===== src/rtl/glyph_rom_arbiter_pkg.sv =====
// glyph_rom_arbiter_pkg
//   Shared constants for the glyph ROM arbiter: requester count, ROM address
//   and data widths, ROM read latency. Also holds the small index helpers
//   used by the arbiter.
package glyph_rom_arbiter_pkg;

    localparam int GLYPH_N       = 4;   // block renderers sharing the ROM
    localparam int GLYPH_AW      = 10;  // glyph ROM address width
    localparam int GLYPH_DW      = 32;  // glyph ROM data width
    localparam int GLYPH_ROM_LAT = 1;   // ROM read latency, 1..4

    // Pointer width; a single requester still gets a 1-bit pointer.
    function automatic int ptr_width(input int n);
        return (n > 1) ? $clog2(n) : 1;
    endfunction

    // Increment modulo n with an explicit wrap, so n need not be a power of 2.
    function automatic int wrap_inc(input int idx, input int n);
        return (idx >= n - 1) ? 0 : idx + 1;
    endfunction

endpackage


===== src/rtl/glyph_rom_arbiter_rr_pick.sv =====
// rr_pick
//   Combinational round-robin picker. Searches req starting at ptr and
//   wrapping modulo N; the first set bit wins.
// Ports:
//   req      in   N   request vector
//   ptr      in   PW  index with highest priority this cycle
//   win_oh   out  N   one-hot winner (zero when no request)
//   win_idx  out  PW  winner index (zero when no request)
//   win_any  out  1   at least one request present
module rr_pick #(
    parameter int N  = 4,
    parameter int PW = 2
) (
    input  logic [N-1:0]  req,
    input  logic [PW-1:0] ptr,
    output logic [N-1:0]  win_oh,
    output logic [PW-1:0] win_idx,
    output logic          win_any
);

    int            pos;
    logic [PW-1:0] idx;

    always_comb begin
        win_oh  = '0;
        win_idx = '0;
        win_any = 1'b0;
        pos     = 0;
        idx     = '0;
        for (int i = 0; i < N; i++) begin
            pos = int'(ptr) + i;
            if (pos >= N) pos = pos - N;
            idx = PW'(pos);
            if (!win_any && req[idx]) begin
                win_any     = 1'b1;
                win_oh[idx] = 1'b1;
                win_idx     = idx;
            end
        end
    end

endmodule


===== src/rtl/glyph_rom_arbiter.sv =====
// glyph_rom_arbiter
//   Shares one synchronous glyph ROM between N tile renderers. Grants one
//   requester per cycle in round-robin order, drives the ROM address, tracks
//   the ROM latency with a grant-tag shift register and loads the returned
//   word into the granted requester's response slot.
// Ports:
//   clk          in   1     system clock
//   rst          in   1     asynchronous active-high reset
//   req          in   N     per-requester request level
//   req_addr     in   N*AW  requester k address at [k*AW +: AW]
//   gnt          out  N     registered one-hot grant (or zero)
//   rom_address  out  AW    registered ROM address
//   rom_data     in   DW    ROM read data
//   rsp_valid    out  N     one-cycle pulse: slot k just loaded
//   rsp_data     out  N*DW  held response for requester k at [k*DW +: DW]
module glyph_rom_arbiter
    import glyph_rom_arbiter_pkg::*;
#(
    parameter int N       = GLYPH_N,
    parameter int AW      = GLYPH_AW,
    parameter int DW      = GLYPH_DW,
    parameter int ROM_LAT = GLYPH_ROM_LAT
) (
    input  logic            clk,
    input  logic            rst,
    input  logic [N-1:0]    req,
    input  logic [N*AW-1:0] req_addr,
    output logic [N-1:0]    gnt,
    output logic [AW-1:0]   rom_address,
    input  logic [DW-1:0]   rom_data,
    output logic [N-1:0]    rsp_valid,
    output logic [N*DW-1:0] rsp_data
);

    localparam int PW = ptr_width(N);

    logic [N-1:0][AW-1:0]      addr_arr;
    logic [N-1:0][DW-1:0]      rsp_q;
    logic [ROM_LAT-1:0][N-1:0] tag_pipe;
    logic [N-1:0]              tag_out;
    logic [PW-1:0]             ptr;
    logic [PW-1:0]             win_idx;
    logic [N-1:0]              win_oh;
    logic                      win_any;

    for (genvar k = 0; k < N; k++) begin : g_addr
        assign addr_arr[k] = req_addr[k*AW +: AW];
    end

    rr_pick #(
        .N  (N),
        .PW (PW)
    ) u_pick (
        .req     (req),
        .ptr     (ptr),
        .win_oh  (win_oh),
        .win_idx (win_idx),
        .win_any (win_any)
    );

    // Arbitration: address and pointer only move on a real grant, so an
    // idle cycle leaves the ROM address parked.
    always_ff @(posedge clk or posedge rst) begin
        if (rst) begin
            gnt         <= '0;
            rom_address <= '0;
            ptr         <= '0;
        end else if (win_any) begin
            gnt         <= win_oh;
            rom_address <= addr_arr[win_idx];
            ptr         <= PW'(wrap_inc(int'(win_idx), N));
        end else begin
            gnt         <= '0;
        end
    end

    // The grant tag follows its address through the ROM. gnt is visible the
    // cycle the ROM registers the address, so ROM_LAT stages line the tag up
    // with the cycle the data is valid on rom_data.
    always_ff @(posedge clk or posedge rst) begin
        if (rst) begin
            tag_pipe <= '0;
        end else begin
            tag_pipe[0] <= gnt;
            for (int i = 1; i < ROM_LAT; i++) begin
                tag_pipe[i] <= tag_pipe[i-1];
            end
        end
    end

    assign tag_out = tag_pipe[ROM_LAT-1];

    // Capture: only the tagged slot is written; the others keep their word.
    always_ff @(posedge clk or posedge rst) begin
        if (rst) begin
            rsp_valid <= '0;
            rsp_q     <= '0;
        end else begin
            rsp_valid <= tag_out;
            for (int k = 0; k < N; k++) begin
                if (tag_out[k]) rsp_q[k] <= rom_data;
            end
        end
    end

    assign rsp_data = rsp_q;

endmodule


===== config.mk =====
export PLATFORM = sky130hd
export DESIGN_NAME = glyph_rom_arbiter
export DESIGN_NICKNAME = d
export VERILOG_FILES = /design/src/rtl/glyph_rom_arbiter_pkg.sv /design/src/rtl/glyph_rom_arbiter_rr_pick.sv /design/src/rtl/glyph_rom_arbiter.sv
export SDC_FILE = /design/constraint.sdc
export NUM_CORES = 1
export LEC_CHECK = 0
export CORE_ASPECT_RATIO = 0.6
export CORE_MARGIN = 3
export CORE_UTILIZATION = 35
export DETAILED_ROUTE_END_ITERATION = 8
export HOLD_SLACK_MARGIN = 0.1
export PLACE_DENSITY = 0.64
export SYNTH_ARGS = -nofsm -noshare
export SYNTH_HDL_FRONTEND = slang
export SYNTH_SLANG_ARGS = --single-unit

===== constraint.sdc =====
create_clock -name clk -period 4.4 [get_ports clk]
set_input_delay 0.44 -clock clk [delete_from_list [all_inputs] [get_ports clk]]
set_output_delay 0.44 -clock clk [all_outputs]
set_load 0.05 [all_outputs]

==> out/metrics.json, run 1 <==
{
  "n_fill_cell": 1440,
  "setup_buffers_after_cts": 0,
  "multi_input_comb_area_um2": 2550,
  "syn_area_per_cell_um2": 14.3,
  "total_number_of_vias": 4519,
  "nNetsFinal": 757,
  "slew_viol_final": 0,
  "die_h_um": 112,
  "synth_warnings": 0,
  "min_period_ns": 3.62,
  "finalSetupTns_ns": 0,
  "post_cts_hold_buffer_count": 0,
  "synthesis.nets": 539,
  "crit_required_ns": 4.64,
  "via_count_of_the_first_global_routing_pass": 4897,
  "vias_per_cell": 4.92,
  "detailedRoute.firstIterationViolations": 182,
  "grt_max_degree": 81,
  "wire_length_of_the_first_global_routing_pass_mm": 28.4,
  "slew_headroom": 0.240,
  "layout-area-overhead-vs-synth_pct": 46.7,
  "max-clock-path-buffers": 2,
  "postSynth.topFlopCell": "dfrtp_1",
  "cts-buffers-inserted": 17,
  "status": "completed",
  "timing_worst_setup_path_type": "flop to flop",
  "seqCellArea_um2": 3810,
  "drv.max_cap_violation_count": 0,
  "timing_worst_slew_pin_value_ns": 1.14,
  "cts_max_level": 4,
  "global_route.usage.total": 0.178,
  "rsz0062_at_grt": "no",
  "top_level_ports": 224,
  "final_antenna_net_count": 0,
  "core_um2": 17600,
  "setup_viol": 0,
  "clk_root_buffer_cell": "clkbuf_16",
  "worst_hold_slack_ns": 0.377,
  "cts_sinks": 152,
  "antenna_cells_inserted": 0,
  "highest_fanout_seen_on_the_critical_path": 18,
  "synth.distinct_cells": 39,
  "synth_top_cell_by_area": "dfrtp_1",
  "clk_pin_slew_ns": 0.06,
  "final_layout_size_suffix_gt1_frac": 0.273,
  "starting_density_of_the_core": 0.368,
  "route.detailed.wl_per_inst_um": 19.7,
  "worstSkewPairLatency_ns": 0.41,
  "final_cell_mix": "clkdlybuf4s50_1 (223), dfrtp_1 (148), mux2_2 (139), mux2i_1 (21)",
  "fin_util": 0.540,
  "synth.top_cell.area_share": 0.586,
  "setup.worst_path.start_class": "flop",
  "synth_seq_cells": 152,
  "finalCritPeriodShare": 0.823,
  "synthesized_cell_area_um2": 6500,
  "routed_wl_mm": 18.1,
  "initial_antenna_violation_count": 0,
  "worst-endpoint-arrival_ns": 3.86,
  "route.detailed.drc": 0,
  "sequential_area_share_after_synthesis": 0.586,
  "core_rows": 37,
  "cts_tree": "built",
  "detailed_place_hpwl_mm": 12.8,
  "placement.io_buffers": 223,
  "final_hold_viol_count": 0,
  "postSynthCellCount": 453,
  "timing.hold.worst.class": "flop to flop",
  "asyncSetResetFlopFracSynth": 1.00,
  "max_freq_ghz": 0.276,
  "global_placer_s_final_weighted_congestion": 0.842,
  "global_route.overflow_total": 0,
  "drt-pass1-iter-count": 6,
  "skew_ns": 0.0112,
  "cts-resized-gates": 0,
  "dieArea_um2": 20300,
  "most_common_cell_after_layout_fill_and_taps_aside": "clkdlybuf4s50_1",
  "post_synth_main_area_contributors": "dfrtp_1 (59%), mux2_2 (24%), mux2i_1 (3.2%)",
  "synth_edf_count": 0,
  "worstSetupEndpointType": "flop",
  "die-width_um": 182
}
[cell families after synthesis]
| family | after synthesis | synth area share |
|---|---|---|
| mux | 165 | 0.287 |
| flops | 152 | 0.586 |
| compound gates | 48 | 0.0530 |
| simple gates | 47 | 0.0352 |
| buf+inv | 32 | 0.0223 |
| fa+ha+maj | 8 | 0.0154 |
| xor+xnor | 1 | 0.00135 |
[area by class of cell]
class	count	area share
Timing Repair Buffer	226	0.238
Clock inverter	14	0.0168
Sequential cell	152	0.400
Multi-Input combinational cell	269	0.267
Inverter	5	0.00236
Clock buffer	18	0.0450
Tap cell	234	0.0307
[critical path, cell delays in order, from the launching register on]
cell and delay, ns:
dfrtp_1 0.75, inv_1 0.47, ha_1 0.63, mux4_2 0.44
nor2b_2 0.29, o21ai_1 0.13, nand2_2 0.38, mux2i_1 0.26
a211oi_1 0.10
[per-layer routing]
metal / vias to the layer above / track usage / wire length [um]
met1: 2241 / 0.251 / 8610
li1: 2073 / - / -
met3: 13 / 0.0594 / 1470
met5: - / 0 / 0
met4: 0 / 0.0380 / 160
met2: 192 / 0.269 / 7850
[Yosys cell counts (all sizes together), types with 2 or more instances]
cell and number:
mux2 141, inv 5, a22oi 2, nor2 18, nand3 2, o22ai 11, a211oi 11, o21a 11
a221o 2, dfrtp 152, ha 8, nand2 9, o21ai 6, clkbuf 10, buf 17, nor3 11
a21oi 2, mux2i 21, mux4 3
[path summary, 6_finish.rpt]
path,slack (ns),cells after the start,end,from
hold reg to reg,0.38,0,tag_out[1],gnt[1]
hold / removal,0.38,0,tag_out[1],gnt[1]
min in group asynchronous,0.65,2,rsp_valid[1],rst
max in group asynchronous,2.83,3,rsp_data[96],rst
setup / recovery,0.78,8,rom_address[4],ptr[0]
setup reg to reg,0.78,8,rom_address[4],ptr[0]
[registers in the layout, indices dropped and copies added, names as in the netlist]
register / count
rom_address: 10
rsp_data: 128
rsp_valid: 4
tag_out: 4
ptr: 2
gnt: 4
[per-stage QoR]
step	setup slack, ns	cell area (um2)	cells
detailed placement	0.779	8940	886
finish	0.781	9530	918
floorplan	1.34	6500	453
CTS	0.787	9530	918
global placement	0.967	8940	886
global route	0.400	9530	918
Power of run 1 is not shown: default switching activity piles up to over one toggle a cycle in this logic, so the estimate is an artifact.
==> run 2: changes to the inputs <==
PLACE_DENSITY = 0.61   (was 0.64)
clock period = 3.7 ns   (was 4.4 ns; I/O delays follow)
==> out/metrics.json, run 2 (synthesis gave the netlist of run 1 again) <==
{
  "core_rows": {"value": 37, "change": "unchanged"},
  "cts-buffers-inserted": {"value": 17, "change": "unchanged"},
  "final_layout_size_suffix_gt1_frac": {"value": 0.280, "change": "+0.00672"},
  "route.detailed.wl_per_inst": {"value": 20.3, "unit": "um", "change": "+3.2%"},
  "drv.max_cap_violation_count": {"value": 0, "change": "unchanged"},
  "placement.io_buffers": {"value": 223, "change": "unchanged"},
  "cts-resized-gates": {"value": 0, "change": "unchanged"},
  "top_signal_layer_used": "met4",
  "final_hold_viol_count": {"value": 0, "change": "unchanged"},
  "timing.hold.worst.class": "input pin to asynchronous set/reset pin",
  "finalCritPeriodShare": {"value": 0.800, "change": "-0.0226"},
  "detailedRoute.firstIterationViolations": {"value": 180, "change": "-1.1%"},
  "antenna_cells_inserted": {"value": 0, "change": "unchanged"},
  "global_route.overflow_total": {"value": 0, "change": "unchanged"},
  "vias_per_cell": {"value": 4.99, "change": "+1.4%"},
  "cts_tree": "built",
  "met1Wirelength": {"value": 8.84, "unit": "mm", "change": "+2.6%"},
  "initial_antenna_violation_count": {"value": 0, "change": "unchanged"},
  "met3_wirelength": {"value": 1.59, "unit": "mm", "change": "+8.5%"},
  "critical-path-max-stage-delay": {"value": 0.57, "unit": "ns", "change": "-0.18 ns"},
  "starting_density_of_the_core": {"value": 0.368, "change": "unchanged"},
  "max-clock-path-buffers": {"value": 2, "change": "unchanged"},
  "clk_pin_slew": {"value": 0.07, "unit": "ns", "change": "about the same"},
  "layout-area-overhead-vs-synth_pct": 47.2,
  "skew": {"value": 0.00901, "unit": "ns", "change": "-0.00221 ns"},
  "wire_length_of_the_first_global_routing_pass": {"value": 29.8, "unit": "mm", "change": "+4.7%"},
  "timing.critical_path.cells": "inv_1 > ha_1 > mux4_2 > nor2b_2 > o21ai_1 > nand2_2 > mux2i_1 > a211oi_1",
  "detailroute.wirelength.met2": {"value": 8.20, "unit": "mm", "change": "+4.5%"},
  "worstSkewPairLatency": {"value": 0.42, "unit": "ns", "change": "about the same"},
  "highest_fanout_seen_on_the_critical_path": {"value": 12, "change": "-6"},
  "final_antenna_net_count": {"value": 0, "change": "unchanged"},
  "finalSetupTns": {"value": 0, "unit": "ns", "change": "unchanged"},
  "most_common_cell_after_layout_fill_and_taps_aside": "clkdlybuf4s50_1",
  "drt-pass1-iter-count": {"value": 4, "change": "-2"},
  "core": {"value": 17600, "unit": "um2", "change": "unchanged"},
  "top_level_ports": {"value": 224, "change": "unchanged"},
  "die-width": {"value": 182, "unit": "um", "change": "unchanged"},
  "route.detailed.drc": {"value": 0, "change": "unchanged"},
  "status": "completed",
  "worstSetupEndpointType": "flop",
  "setup.worst_path.start_class": "flop",
  "setup_buffers_after_cts": {"value": 0, "change": "unchanged"},
  "setup_viol": {"value": 0, "change": "unchanged"},
  "dieArea": {"value": 20300, "unit": "um2", "change": "unchanged"},
  "slew_viol_final": {"value": 0, "change": "unchanged"},
  "via_count_of_the_first_global_routing_pass": {"value": 5059, "change": "+3.3%"},
  "total_number_of_vias": {"value": 4605, "change": "+1.9%"},
  "worst-endpoint-arrival": {"value": 3.28, "unit": "ns", "change": "-0.58 ns"},
  "grt_max_degree": {"value": 65, "change": "-20%"},
  "detailed_place_hpwl": {"value": 13.5, "unit": "mm", "change": "+5.3%"},
  "clk_root_buffer_cell": "clkbuf_16",
  "worst_path_max_delay_cell": "dfrtp_1",
  "n_fill_cell": {"value": 1438, "change": "-0.14%"},
  "post_cts_hold_buffer_count": {"value": 0, "change": "unchanged"},
  "routed_wl": {"value": 18.8, "unit": "mm", "change": "+3.8%"},
  "slew_headroom": {"value": 0.335, "change": "+0.0949"},
  "dpl_worst_slack": {"value": 0.699, "unit": "ns", "change": "-0.0794 ns"},
  "cts_max_level": {"value": 4, "change": "unchanged"},
  "global_placer_s_final_weighted_congestion": {"value": 0.826, "change": "-1.9%"},
  "max_freq": {"value": 0.338, "unit": "GHz", "change": "+22%"},
  "rsz0062_at_grt": "no",
  "global_route.usage.total": {"value": 0.190, "change": "+0.0124"},
  "timing_worst_setup_path_type": "flop to flop",
  "min_period": {"value": 2.96, "unit": "ns", "change": "-0.659 ns"},
  "largest_register_ff_count": {"value": 128, "change": "unchanged"},
  "final_cell_mix": "clkdlybuf4s50_1 (223), dfrtp_1 (148), mux2_2 (139), mux2i_1 (21)",
  "nNetsFinal": {"value": 762, "change": "+0.66%"},
  "timing_worst_slew_pin_value": {"value": 0.997, "unit": "ns", "change": "-0.140 ns"},
  "die_h": {"value": 112, "unit": "um", "change": "unchanged"},
  "final.setup.worst_slack": {"value": 0.740, "unit": "ns", "change": "-0.0407 ns"},
  "crit_required": {"value": 4.02, "unit": "ns", "change": "-0.62 ns"},
  "cts_sinks": {"value": 152, "change": "unchanged"}
}
## run 2: changes by cell type in the layout (fill, tap and decap cells not counted), sizes merged
cell	change
bufinv	-1
clkbuf	-1
buf	+5
clkinvlp	+2
## run 2: routing by layer
metal | track usage | vias to the layer above
met5 | 0 | -
met4 | 0.0543 | 0
met3 | 0.0702 | 12
met2 | 0.282 | 188
met1 | 0.263 | 2320
li1 | - | 2085
## run 2: critical path, delay by kind of cell (launching register included)
kind            cells  cell delay [ns]
fa+ha+maj           1             0.51
compound gates      2             0.40
simple gates        2             0.63
flops               1             0.57
mux                 2             0.59
buf+inv             1             0.16
## run 2: area by class of cell
type                    count  area, um2  area share
flip-flops and latches    152       3810       0.398
multi-input cells         269       2550       0.266
repair buffers            231       2300       0.241
clock buffers              17        425      0.0445
well taps                 234        293      0.0306
clock inverters            15        160      0.0167
inverters                   5       22.5     0.00236
## run 2: stage by stage
step | util | hold slack, ns | cells | cell area, um2
final | 0.542 | 0.312 | 923 | 9560
after global routing | 0.542 | 0.335 | 923 | 9560
after CTS | 0.542 | 0.307 | 923 | 9560
after detailed placement | 0.509 | 0.359 | 891 | 8980
after global placement | 0.509 | 0.359 | 891 | 8980
after floorplan | - | 0.352 | 453 | 6500
## run 2: worst paths after layout
| check | depth (start not counted) | end | slack [ns] | start |
|---|---|---|---|---|
| worst min-delay path | 2 | rsp_data[11] | 0.31 | rst |
| worst max register to register | 8 | rom_address[1] | 0.74 | ptr[1] |
| worst min register to register | 0 | tag_out[1] | 0.38 | gnt[1] |
| min in group clk | 0 | tag_out[1] | 0.38 | gnt[1] |
| worst max-delay path | 8 | rom_address[1] | 0.74 | ptr[1] |
| max in group asynchronous | 3 | rsp_data[103] | 2.58 | rst |
Power of run 2 is left out for the same reason.
==> run 3: changes to the inputs <==
clock period = 3 ns   (was 3.7 ns; I/O delays follow)
==> out/metrics.json, run 3 (synthesis gave the netlist of run 1 again) <==
{
  "core": {"value": 17600, "unit": "um2", "change": "unchanged"},
  "dieArea": {"value": 20300, "unit": "um2", "change": "unchanged"},
  "worst-path-buf-inv": {"value": 1, "change": "unchanged"},
  "min_period": {"value": 2.50, "unit": "ns", "change": "-0.463 ns"},
  "slew_viol_final": {"value": 0, "change": "unchanged"},
  "final_antenna_net_count": {"value": 0, "change": "unchanged"},
  "max_freq": {"value": 0.400, "unit": "GHz", "change": "+19%"},
  "drt-pass1-iter-count": {"value": 4, "change": "unchanged"},
  "timing_worst_slew_pin_value": {"value": 0.942, "unit": "ns", "change": "-0.0554 ns"},
  "route.detailed.wl_per_inst": {"value": 19.9, "unit": "um", "change": "-2.4%"},
  "top_level_ports": {"value": 224, "change": "unchanged"},
  "skew": {"value": 0.0101, "unit": "ns", "change": "+0.00108 ns"},
  "worst_path_max_delay_cell": "mux4_2",
  "vias_per_cell": {"value": 4.97, "change": "-0.45%"},
  "cts_max_level": {"value": 4, "change": "unchanged"},
  "clk_pin_slew": {"value": 0.07, "unit": "ns", "change": "about the same"},
  "antenna_cells_inserted": {"value": 0, "change": "unchanged"},
  "timing_worst_setup_path_type": "flop to flop",
  "worst-endpoint-arrival": {"value": 2.75, "unit": "ns", "change": "-0.53 ns"},
  "nNetsFinal": {"value": 764, "change": "+0.26%"},
  "setup_buffers_after_cts": {"value": 0, "change": "unchanged"},
  "highest_fanout_seen_on_the_critical_path": {"value": 12, "change": "unchanged"},
  "grt_max_degree": {"value": 91, "change": "+40%"},
  "finalSetupTns": {"value": 0, "unit": "ns", "change": "unchanged"},
  "cts_sinks": {"value": 152, "change": "unchanged"},
  "starting_density_of_the_core": {"value": 0.368, "change": "unchanged"},
  "setup_viol": {"value": 0, "change": "unchanged"},
  "finalCritPeriodShare": {"value": 0.832, "change": "+0.0324"},
  "drv.max_cap_violation_count": {"value": 0, "change": "unchanged"},
  "initial_antenna_violation_count": {"value": 1, "change": "+1"},
  "most_common_cell_after_layout_fill_and_taps_aside": "clkdlybuf4s50_1",
  "cts_tree": "built",
  "crit_family": "multiplexers",
  "final_cell_mix": "clkdlybuf4s50_1 (223), dfrtp_1 (148), mux2_2 (139), mux2i_1 (21)",
  "final_hold_viol_count": {"value": 0, "change": "unchanged"},
  "routed_wl": {"value": 18.4, "unit": "mm", "change": "-2.2%"},
  "detailed_place_hpwl": {"value": 13.0, "unit": "mm", "change": "-3.3%"},
  "placement.io_buffers": {"value": 223, "change": "unchanged"},
  "worstSetupEndpointType": "flop",
  "wire_length_of_the_first_global_routing_pass": {"value": 29.0, "unit": "mm", "change": "-2.8%"},
  "rsz0062_at_grt": "no",
  "global_route.overflow_total": {"value": 0, "change": "unchanged"},
  "core_rows": {"value": 37, "change": "unchanged"},
  "cts-buffers-inserted": {"value": 17, "change": "unchanged"},
  "die_h": {"value": 112, "unit": "um", "change": "unchanged"},
  "timing.hold.worst.class": "input pin to asynchronous set/reset pin",
  "multi_input_comb_area": {"value": 2550, "unit": "um2", "change": "unchanged"},
  "max-clock-path-buffers": {"value": 2, "change": "unchanged"},
  "global_placer_s_final_weighted_congestion": {"value": 0.809, "change": "-2.0%"},
  "n_fill_cell": {"value": 1402, "change": "-2.5%"},
  "total_number_of_vias": {"value": 4594, "change": "-0.24%"},
  "crit_required": {"value": 3.25, "unit": "ns", "change": "-0.77 ns"},
  "fin_util": {"value": 0.548, "change": "+0.00617"},
  "seqCellArea": {"value": 3810, "unit": "um2", "change": "unchanged"},
  "post_cts_hold_buffer_count": {"value": 0, "change": "unchanged"},
  "largest_register_ff_count": {"value": 128, "change": "unchanged"},
  "global_route.usage.total": {"value": 0.183, "change": "-0.00763"},
  "slew_headroom": {"value": 0.372, "change": "+0.0370"},
  "via_count_of_the_first_global_routing_pass": {"value": 4929, "change": "-2.6%"},
  "status": "completed",
  "cts-resized-gates": {"value": 0, "change": "unchanged"},
  "clk_root_buffer_cell": "clkbuf_16",
  "layout-area-overhead-vs-synth_pct": 48.9,
  "worstSkewPairLatency": {"value": 0.42, "unit": "ns", "change": "about the same"},
  "die-width": {"value": 182, "unit": "um", "change": "unchanged"},
  "final_layout_size_suffix_gt1_frac": {"value": 0.282, "change": "+0.00208"},
  "timing.critical_path.cells": "inv_1 > ha_1 > mux4_2 > nor2b_2 > o21ai_1 > nand2_2 > mux2i_1 > a211oi_1",
  "route.detailed.drc": {"value": 0, "change": "unchanged"},
  "setup.worst_path.start_class": "flop",
  "critical-path-max-stage-delay": {"value": 0.39, "unit": "ns", "change": "-0.18 ns"},
  "detailedRoute.firstIterationViolations": {"value": 238, "change": "+32%"}
}
-- run 3: area by class of cell --
class | instances | area share
sequential | 152 | 0.394
timing repair buffer | 233 | 0.240
inverter | 5 | 0.00233
clock buffer | 17 | 0.0440
tap | 234 | 0.0303
multi-input combinational | 269 | 0.263
clock inverter | 15 | 0.0263
-- run 3: tightest hold or removal path, delay by kind of cell --
family / cells / cell delay, ns
buffers and inverters: 3 / 0.91
-- run 3: path summary, 6_finish.rpt --
check / from / endpoint / slack [ns] / cells past startpoint
min reg2reg: gnt[3] / tag_out[3] / 0.38 / 0
min: rst / rom_address[0] / 0.36 / 3
min in group clk: gnt[3] / tag_out[3] / 0.38 / 0
max in group asynchronous: rst / tag_out[2] / 1.93 / 3
max reg2reg: ptr[1] / rom_address[2] / 0.50 / 8
max: ptr[1] / rom_address[2] / 0.50 / 8
-- run 3: metrics by stage --
step | cell area, um2 | hold WS [ns] | worst slack [ns] | cells
global placement | 8990 | 0.362 | 0.292 | 893
CTS | 9670 | 0.389 | 0.515 | 925
detailed placement | 8990 | 0.370 | 0.224 | 893
global route | 9670 | 0.397 | 0.277 | 925
floorplan | 6500 | 0.352 | 0.0101 | 453
finish | 9670 | 0.359 | 0.503 | 925
-- run 3: metal layers --
layer,vias up,track usage,part of all wire
met5,-,0,0.00071
met4,2,0.0370,0.0070
met3,13,0.0767,0.094
li1,2102,-,-
met1,2299,0.244,0.45
met2,178,0.281,0.45
Power of run 3 is left out for the same reason.
==> RTL edit, RTL diff (settings of run 1) <==
Set the package constant `GLYPH_AW` to 9 (it was 10).
--- a/src/rtl/glyph_rom_arbiter_pkg.sv
+++ b/src/rtl/glyph_rom_arbiter_pkg.sv
@@ -7,3 +7,3 @@
     localparam int GLYPH_N       = 4;   // block renderers sharing the ROM
-    localparam int GLYPH_AW      = 10;  // glyph ROM address width
+    localparam int GLYPH_AW      = 9;  // glyph ROM address width
     localparam int GLYPH_DW      = 32;  // glyph ROM data width
Ports: changed (resized req_addr and rom_address); port bits go from 224 to 219. No check against the original RTL was run, so the function may have changed too.
==> RTL edit against run 1 <==
Synthesized area down 4.3%; final cell count down 4.0%; critical path depth down 1; cell area down 3.7%; setup slack better by 89 ps; routed wire length down 11%; first-iteration DRC count up 34%; sequential cell count down 1; critical endpoint is now rom_address[2]; largest cell class unchanged; highest routed layer unchanged.
Power is left out: the tool's default activity adds up to more than one toggle a clock period on the data nets, which glitch-free logic cannot reach.
==> RTL edit: results (changes against run 1) <==
----------------------------------------------------
[Placement]
  Inst Count DP ... 849 (-4.2%)
  Pre-CTS worst setup slack ... 877 ps (+98.5 ps)
  Post-DP HPWL ... 11200 um (-13%)
  Port-buffer cells ... 218 (-2.2%)
  Total placed instance area ... 8580 um^2 (-4.0%)
  Global placement routability congestion ... 0.885 (+5.2%)

[Outcome]
  Run status ... finished clean

[Synthesis]
  Commonest cells post-synth ... 151 x sky130_fd_sc_hd__dfrtp_1, 132 x sky130_fd_sc_hd__mux2_2, 18 x sky130_fd_sc_hd__nor2_1, 13 x sky130_fd_sc_hd__nand2_1
  Area share of the leading cell type in the synthesized netlist ... 60.8% (+2.2 points)
  Synth unique cells ... 36 (-7.7%)
  Synthesized Nets ... 499 (-7.4%)
  Top cells by area in the synthesized netlist ... sky130_fd_sc_hd__dfrtp_1 61%, sky130_fd_sc_hd__mux2_2 24%, sky130_fd_sc_hd__mux2i_1 1.9%
  Ys Warns ... 0 (unchanged)
  Synthesized netlist cell count ... 417 (-7.9%)
  Sequential-to-total area share from yosys stat ... 60.8% (+2.2 points)

[GRT]
  Number of antenna violations at the first check in global routing ... 0 (unchanged)
  Via count of the first global-routing pass ... 4511 (-7.9%)
  First-pass GRT wire length ... 25000 um (-12%)
  Maximum number of pins on one net before global-route repair ... 78 (-3.7%)
  GRT Resource Usage Total ... 16.7% (-1.1 points)

[STA]
  Transition time at the pin with the least slew margin ... 1050 ps (-91.5 ps)
  Worst hold slack after final layout ... 368 ps (-9.54 ps)
  Period utilization ... 80.2% (-2.0 points)
  Setup skew after layout ... 11.0 ps (-0.176 ps)

[Clock tree]
  Depth of the CTS H-tree ... 4 (unchanged)
  Clk slew on worst S/H paths ... 70 ps
  CTS buffer count ... 17 (unchanged)

[Cells and area]
  Net count, final ... 716 (-5.4%)
  Share of final-layout standard cells stronger than drive strength 1 ... 28.3% (+0.95 points)
  Final antenna diode count ... 0 (unchanged)
  Number of cells in the finished layout apart from fillers ... 881 (-4.0%)

[Detailed routing]
  Vias per cell ... 4.88 (-0.90%)
  Number of DRC violations after detailed-routing iteration 0 ... 244 (+34%)
  Detailed-route wire length ... 16100 um (-11%)
  Router iterations before antenna repair ... 4 (-2)

[Worst setup path]
  Kind of cell adding the most delay to the critical path ... compound AO/OA/AOI/OAI gates
  Slack of the worst reg-to-reg path ... 870 ps (+90 ps)
  Worst reg-to-reg path cell count ... 7 (-1)
  Arrival time at the worst endpoint ... 3780 ps (-80 ps)
  Worst-path maximum fanout ... 20 (+2)
  Endpoint of the worst-slack reg-to-reg timing path ... rom_address[2]
  Highest cell delay on the worst timing path ... 790 ps (+40 ps)
  Worst Setup SP ... ptr[0]

[Worst hold path]
  Startpoint of the most critical hold path ... gnt[1]
  Worst hold path type ... flop to flop

----------------------------------------------------
RTL edit: final cells by class:
| class | instances | area, um^2 |
|---|---|---|
| Timing Repair Buffer | 221 | 2200 |
| Clock buffer | 17 | 425 |
| Inverter | 7 | 31.3 |
| Fill cell | 1451 | 8090 |
| Multi-Input combinational cell | 236 | 2270 |
| Sequential cell | 151 | 3780 |
| Tap cell | 234 | 293 |
| Clock inverter | 15 | 168 |
RTL edit: routing by layer:
metal / vias up / GRT usage (%) / routed length [um]
met2: 197 / 24.8 / 7080
met1: 2148 / 21.6 / 6960
li1: 1939 / - / -
met3: 14 / 8.56 / 1860
met5: - / 0 / 0
met4: 0 / 4.31 / 153
RTL edit: logic make-up (layout without fill, tap and decap cells):
group                      Yosys count  count (layout)  share of synthesized area, %
DFF                                151             151                          60.8
muxes                              147             147                          27.0
AOI/OAI and AO/OA                   43              43                          5.01
and+or+nand+nor                     37              37                          2.78
buffers and inverters               30             260                          2.70
adders and majority gates            8               8                          1.61
xor gates and xnor gates             1               1                         0.141
